$ cat src/rtl/rd_fifo_burst_ctrl.sv
// ---------------------------------------------------------------------------
// rd_fifo_burst_ctrl
//
// Pulls bursts of data out of a read-side FIFO and presents them as a
// valid/ready stream. A burst is either a full BURST_LEN burst (when the FIFO
// holds at least that much) or, on flush_req, a partial burst of whatever is
// currently in the FIFO. Reads are credit-limited so the 4-entry output
// buffer can never overflow, whatever the read latency or downstream stalls.
//
// Ports
//   rd_clk, rd_rst        sole clock; asynchronous active-high reset
//   enable                permit new bursts to start
//   flush_req             level request to drain a partial burst
//   fifo_rd_en            read strobe to the FIFO
//   fifo_rd_data          FIFO data, valid RD_LATENCY cycles after fifo_rd_en
//   fifo_empty            FIFO empty flag
//   fifo_water_level      FIFO occupancy (DEPTH_WIDTH+1 bits)
//   m_data/m_valid/m_ready/m_last   output stream
//   burst_start           one-cycle pulse in the first cycle of a burst
//   burst_len             beats in the current burst
//   busy                  a burst is being issued or drained
// ---------------------------------------------------------------------------
module rd_fifo_burst_ctrl #(
    parameter int unsigned DATA_WIDTH  = 32,
    parameter int unsigned DEPTH_WIDTH = 10,
    parameter int unsigned BURST_LEN   = 16,
    parameter int unsigned RD_LATENCY  = 1
) (
    input  logic                  rd_clk,
    input  logic                  rd_rst,
    input  logic                  enable,
    input  logic                  flush_req,
    output logic                  fifo_rd_en,
    input  logic [DATA_WIDTH-1:0] fifo_rd_data,
    input  logic                  fifo_empty,
    input  logic [DEPTH_WIDTH:0]  fifo_water_level,
    output logic [DATA_WIDTH-1:0] m_data,
    output logic                  m_valid,
    input  logic                  m_ready,
    output logic                  m_last,
    output logic                  burst_start,
    output logic [8:0]            burst_len,
    output logic                  busy
);

    localparam logic [8:0] FullLen  = 9'(BURST_LEN);
    localparam int unsigned BufDepth = 4;

    typedef enum logic [1:0] {StIdle, StIssue, StDrain} state_e;

    state_e state_q, state_d;

    logic [8:0] burst_len_q, burst_len_d;
    logic       burst_start_q, burst_start_d;
    logic [8:0] issued_q, issued_d;
    // Beats captured into the output buffer in the current burst; used to tag
    // the final beat with m_last as it is written.
    logic [8:0] captured_q, captured_d;

    // One bit per outstanding read, shifted along until its data returns.
    logic [RD_LATENCY-1:0] pipe_q, pipe_d;

    logic [DATA_WIDTH-1:0] buf_data_q [BufDepth];
    logic [BufDepth-1:0]   buf_last_q;
    logic [1:0]            wr_ptr_q, rd_ptr_q;
    logic [2:0]            count_q, count_d;

    logic [31:0] level32;
    logic        full_ok, flush_ok;
    logic [3:0]  inflight;
    logic        rd_en;
    logic        push, pop, push_last;

    assign level32  = 32'(fifo_water_level);
    assign full_ok  = enable && (level32 >= BURST_LEN);
    assign flush_ok = enable && flush_req && (level32 != 32'd0) && (level32 < BURST_LEN);

    always_comb begin
        inflight = '0;
        for (int i = 0; i < int'(RD_LATENCY); i++) begin
            inflight = inflight + 4'(pipe_q[i]);
        end
    end

    // Credit rule: reads in flight plus buffered beats stay below the buffer
    // depth before issuing, so every returning beat is guaranteed a slot.
    assign rd_en = (state_q == StIssue) && !fifo_empty && (issued_q < burst_len_q) &&
                   ((4'(count_q) + inflight) < 4'(BufDepth));

    assign push      = pipe_q[RD_LATENCY-1];
    assign pop       = m_valid && m_ready;
    assign push_last = (captured_q == (burst_len_q - 9'd1));

    always_comb begin
        pipe_d    = pipe_q << 1;
        pipe_d[0] = rd_en;
    end

    assign count_d = count_q + 3'(push) - 3'(pop);

    // Next-state logic.
    always_comb begin
        state_d       = state_q;
        burst_len_d   = burst_len_q;
        burst_start_d = 1'b0;
        issued_d      = issued_q;
        captured_d    = captured_q + 9'(push);

        unique case (state_q)
            StIdle: begin
                // A full burst wins over a flush when both qualify.
                if (full_ok) begin
                    burst_len_d   = FullLen;
                    burst_start_d = 1'b1;
                    issued_d      = '0;
                    captured_d    = '0;
                    state_d       = StIssue;
                end else if (flush_ok) begin
                    burst_len_d   = 9'(level32);
                    burst_start_d = 1'b1;
                    issued_d      = '0;
                    captured_d    = '0;
                    state_d       = StIssue;
                end
            end
            StIssue: begin
                if (rd_en) begin
                    issued_d = issued_q + 9'd1;
                    if (issued_q == (burst_len_q - 9'd1)) begin
                        state_d = StDrain;
                    end
                end
            end
            StDrain: begin
                // Returning to idle here forces at least one idle cycle
                // before the next burst decision.
                if (pop && m_last && (inflight == 4'd0)) begin
                    state_d = StIdle;
                end
            end
            default: begin
                state_d = StIdle;
            end
        endcase
    end

    always_ff @(posedge rd_clk or posedge rd_rst) begin
        if (rd_rst) begin
            state_q       <= StIdle;
            burst_len_q   <= '0;
            burst_start_q <= 1'b0;
            issued_q      <= '0;
            captured_q    <= '0;
            pipe_q        <= '0;
            wr_ptr_q      <= '0;
            rd_ptr_q      <= '0;
            count_q       <= '0;
            buf_last_q    <= '0;
            for (int i = 0; i < int'(BufDepth); i++) begin
                buf_data_q[i] <= '0;
            end
        end else begin
            state_q       <= state_d;
            burst_len_q   <= burst_len_d;
            burst_start_q <= burst_start_d;
            issued_q      <= issued_d;
            captured_q    <= captured_d;
            pipe_q        <= pipe_d;
            count_q       <= count_d;
            if (push) begin
                buf_data_q[wr_ptr_q] <= fifo_rd_data;
                buf_last_q[wr_ptr_q] <= push_last;
                wr_ptr_q             <= wr_ptr_q + 2'd1;
            end
            if (pop) begin
                rd_ptr_q <= rd_ptr_q + 2'd1;
            end
        end
    end

    assign fifo_rd_en  = rd_en;
    assign m_valid     = (count_q != 3'd0);
    assign m_data      = buf_data_q[rd_ptr_q];
    assign m_last      = m_valid && buf_last_q[rd_ptr_q];
    assign burst_start = burst_start_q;
    assign burst_len   = burst_len_q;
    assign busy        = (state_q != StIdle);

`ifndef SYNTHESIS
    // The issue credit check must make buffer overflow unreachable.
    assert property (@(posedge rd_clk) disable iff (rd_rst)
                     !(push && !pop && (count_q == 3'(BufDepth))));
    assert property (@(posedge rd_clk) disable iff (rd_rst) !(fifo_rd_en && fifo_empty));
`endif

endmodule

$ cat config.mk
export PLATFORM = sky130hd
export DESIGN_NAME = rd_fifo_burst_ctrl
export DESIGN_NICKNAME = d
export VERILOG_FILES = /design/src/rtl/rd_fifo_burst_ctrl.sv
export SDC_FILE = /design/constraint.sdc
export NUM_CORES = 1
export LEC_CHECK = 0
export BUFFER_PORTS_ARGS = -buffer_cell sky130_fd_sc_hd__buf_2
export CORE_AREA = 2 2 147 149
export DETAILED_ROUTE_END_ITERATION = 16
export DIE_AREA = 0 0 149 151
export GPL_TIMING_DRIVEN = 0
export PLACE_DENSITY = 0.56
export REMOVE_ABC_BUFFERS = 1
export SETUP_SLACK_MARGIN = 0.15
export SKIP_CTS_REPAIR_TIMING = 1
export SYNTH_ARGS = -nofsm -noshare
export SYNTH_HDL_FRONTEND = slang
export SYNTH_SLANG_ARGS = --single-unit
$ cat constraint.sdc
create_clock -name rd_clk -period 16.73 [get_ports rd_clk]
set_clock_uncertainty 0.1 [all_clocks]
set_input_delay 3.346 -clock rd_clk [delete_from_list [all_inputs] [get_ports rd_clk]]
set_output_delay 3.346 -clock rd_clk [all_outputs]
set_load 0.03 [all_outputs]
==> PnR_summary.wiki <==
{| class="wikitable"
! Metric !! Value
|-
| Headroom to the max-slew limit || 54.8%
|-
| Highest layer used for signal routing || met4
|-
| Total length of routed wires || between 15,000 and 20,000 µm
|-
| PwrDens || approximately 220 mW/mm²
|-
| Global-route wire length before repair || 27,700 µm
|-
| Initial cell density of the core || about two fifths
|-
| Required time at the worst-slack endpoint || 13.28 ns
|-
| Area of the die || ~0.022 mm²
|-
| Count of mapped cells out of synthesis || around 570
|-
| Kind of launch point of the worst setup path || primary input
|-
| Wirelength per Cell || 17.7 µm
|-
| Via total after detailed routing || about 5,000
|-
| Count of routing violations after the opening detailed-route iteration || between 200 and 250
|-
| Hold Path Class || reg2reg
|-
| Clock transition time at the flip-flop clock pins of the worst setup and hold paths || 0.06 ns
|-
| IO buf count || between 90 and 100
|-
| Critical setup path kind || in2out
|-
| Post-synthesis async set-or-reset flop share || between 90% and 100%
|-
| GPL Wtd Cong || 0.835
|-
| Run status || completed
|-
| Top cells by area, synth || sky130_fd_sc_hd__dfrtp_1 (53%), sky130_fd_sc_hd__mux2_2 (18%), sky130_fd_sc_hd__mux4_2 (9.3%)
|-
| Count of pins over their slew limit || 0
|-
| Routed length on met2 || around 8600 µm
|-
| Overall power of the completed layout || 2.11 mW
|-
| Leakage power || roughly 4 nW
|-
| Maximum number of pins on one net before global-route repair || 131
|-
| DRC Markers || 0
|-
| Cell variety after synth || 50
|-
| Area growth from synthesis to layout || 18.4%
|-
| Reg2Reg Depth || 8
|-
| Number of ports placed on the die boundary || 95
|-
| H-Tree Level Count || 4
|-
| Seq/Total Area, Yosys || a little over half
|-
| Number of warnings issued by yosys || 0
|-
| Total global-route track usage || between 10% and 20%
|-
| Max capacitance violation total || 0
|-
| Number of global-route vias before repair || ~5,300
|-
| Critical Path Fanout Max || 19
|-
| Number of sinks driven by the clock tree || 170
|-
| Worst ir drop on vdd || slightly below 0.1 mV
|-
| Number of buffers created by CTS || 17
|-
| Worst reg2reg path endpoint || issued_q[5]
|-
| Library cell with the largest summed area after synthesis || sky130_fd_sc_hd__dfrtp_1
|-
| Critical path origin || fifo_empty
|-
| Worst-Margin Slew || 0.678 ns
|-
| RSZ-0062 raised after global routing || false
|-
| Overflow after GRT || 0
|-
| Kind of end point of the critical path || output port
|-
| Worst setup path endpoint || fifo_rd_en
|-
| Arrival time at the worst endpoint || roughly 4.7 ns
|-
| Clock period minus final worst setup slack || around 8.1 ns
|-
| Worst r2r src || burst_len[4]
|-
| Period utilization || between 40% and 50%
|-
| Post-route met1 wirelength || between 7000 and 8000 µm
|-
| Site Rows || 53
|-
| Antenna violations before repair || 0
|-
| Vias/cell || about 5.2
|-
| Floorplan die height || ~150 µm
|-
| Final hold viol count || 0
|-
| Total of flip-flops plus latches after synthesis || 170
|-
| Leading register cell type out of synthesis || sky130_fd_sc_hd__dfrtp_1
|-
| Count of final setup violators || 0
|-
| Worst reg2reg setup slack || ~14 ns
|-
| Cell at the root of the clock tree || sky130_fd_sc_hd__clkbuf_16
|-
| Max Buffers Root-to-Sink || 2
|-
| Post-synthesis average cell area || about 14 µm²
|-
| Layout cells sized above 1 || roughly 46%
|-
| Cell area after technology mapping || about 0.008 mm²
|-
| Core Area || 0.0208 mm²
|-
| Highest clock rate || 123 MHz
|-
| Die width || ~150 µm
|-
| Detail Placement HPWL || around 11,000 µm
|-
| Ant diodes || 0
|-
| TritonCTS clock tree || yes
|-
| Synth top area share || around 53%
|-
| TritonRoute pass-1 iters || 4
|-
| Setup_tns || 0 ns
|-
| ANT nets after route || 0
|-
| Clock latency on the worst-skew pair || approximately 0.42 ns
|-
| Number of enable-type register cells in the synthesized netlist || 0
|-
| Met3 routed WL || between 600 and 700 µm
|-
| Final Net Count || 730
|}
[metal layers]
layer / vias up / global-route usage (%)
met1: 2590 / 20.3
met4: 0 / 4.38
met2: 95 / 27.5
met5: - / 0
li1: 2249 / -
met3: 18 / 3.64
[cell usage after synthesis (12+ instances only)]
master and n:
sky130_fd_sc_hd__a21oi_1 12, sky130_fd_sc_hd__clkbuf_1 17, sky130_fd_sc_hd__dfrtp_1 170, sky130_fd_sc_hd__ha_1 20
sky130_fd_sc_hd__inv_1 23, sky130_fd_sc_hd__mux2_2 128, sky130_fd_sc_hd__mux4_2 33, sky130_fd_sc_hd__nand2_1 20
sky130_fd_sc_hd__nand3_1 13, sky130_fd_sc_hd__nor2_1 15, sky130_fd_sc_hd__o21ai_0 13, sky130_fd_sc_hd__xnor2_1 21
sky130_fd_sc_hd__xor2_1 12
[cell usage in the layout (no fill, tap or decap), drive strengths merged, types with 7 or more instances in the layout]
cell type / count
buf: 102
xnor2: 21
ha: 20
dfrtp: 170
xor2: 12
inv: 31
a21oi: 12
o21ai: 14
mux4: 33
mux2: 128
nor2: 15
nand3: 13
nand2: 20
o31ai: 7
clkbuf: 19
[power breakdown]
group          internal, mW  switching (mW)
combinational         0.457           0.502
sequential            0.612           0.143
clock                 0.229           0.169
[through the flow]
step           std cells  hold slack (ns)  worst slack [ns]  cell area (µm²)  util (%)
4_1_cts              948            0.384              8.55             9460      45.4
3_3_place_gp         908            0.355              7.18             8680      41.7
5_1_grt              948            0.411              8.42             9460      45.4
6_report             948            0.384              8.60             9460      45.4
2_1_floorplan        539            0.343              8.68             7860         -
3_5_place_dp         916            0.369              8.58             8860      42.5
[worst min path at each step]
| stage | end | cells past startpoint | slack [ns] | start |
|---|---|---|---|---|
| floorplan | buf_last_q[2] | 2 | 0.34 | buf_last_q[2] |
| global placement | buf_last_q[1] | 2 | 0.36 | buf_last_q[1] |
| detailed placement | buf_last_q[1] | 2 | 0.37 | buf_last_q[1] |
| CTS | buf_last_q[1] | 2 | 0.38 | buf_last_q[1] |
| global route | buf_last_q[3] | 2 | 0.41 | buf_last_q[3] |
| finish | buf_last_q[2] | 2 | 0.38 | buf_last_q[2] |
[state kept, by name (all words and copies together) (netlist names)]
name	cells
buf_data_q	128
captured_q	9
buf_last_q	4
burst_len	9
wr_ptr_q	2
burst_start	1
count_q	3
issued_q	9
rd_ptr_q	2
pipe_q	1
state_q	2
[cells by family after synthesis]
kind of cell / Yosys count / share of synthesized area (%)
AO/OA/AOI/OAI: 46 / 3.93
multiplexers: 161 / 27.3
AND/OR/NAND/NOR: 83 / 5.42
XOR/XNOR: 34 / 3.95
buffers and inverters: 52 / 2.74
adder cells (fa/ha/maj): 21 / 3.38
flip-flops: 170 / 53.2
[worst max-delay path, stage by stage]
cell and delay (ns):
sky130_fd_sc_hd__buf_2 0.11, sky130_fd_sc_hd__a2111oi_0 0.46, sky130_fd_sc_hd__o311ai_2 0.24, sky130_fd_sc_hd__buf_4 0.24, sky130_fd_sc_hd__inv_1 0.09, sky130_fd_sc_hd__buf_2 0.20
[cell type report]
| cell class | instances | area [µm²] |
|---|---|---|
| well taps | 275 | 344 |
| repair buffers | 102 | 626 |
| clock buffers | 19 | 443 |
| multi-input cells | 345 | 3530 |
| fillers | 1901 | 11400 |
| inverters | 24 | 97.6 |
| flip-flops and latches | 170 | 4260 |
| clock inverters | 13 | 156 |
(Power assumes the default switching activity.)
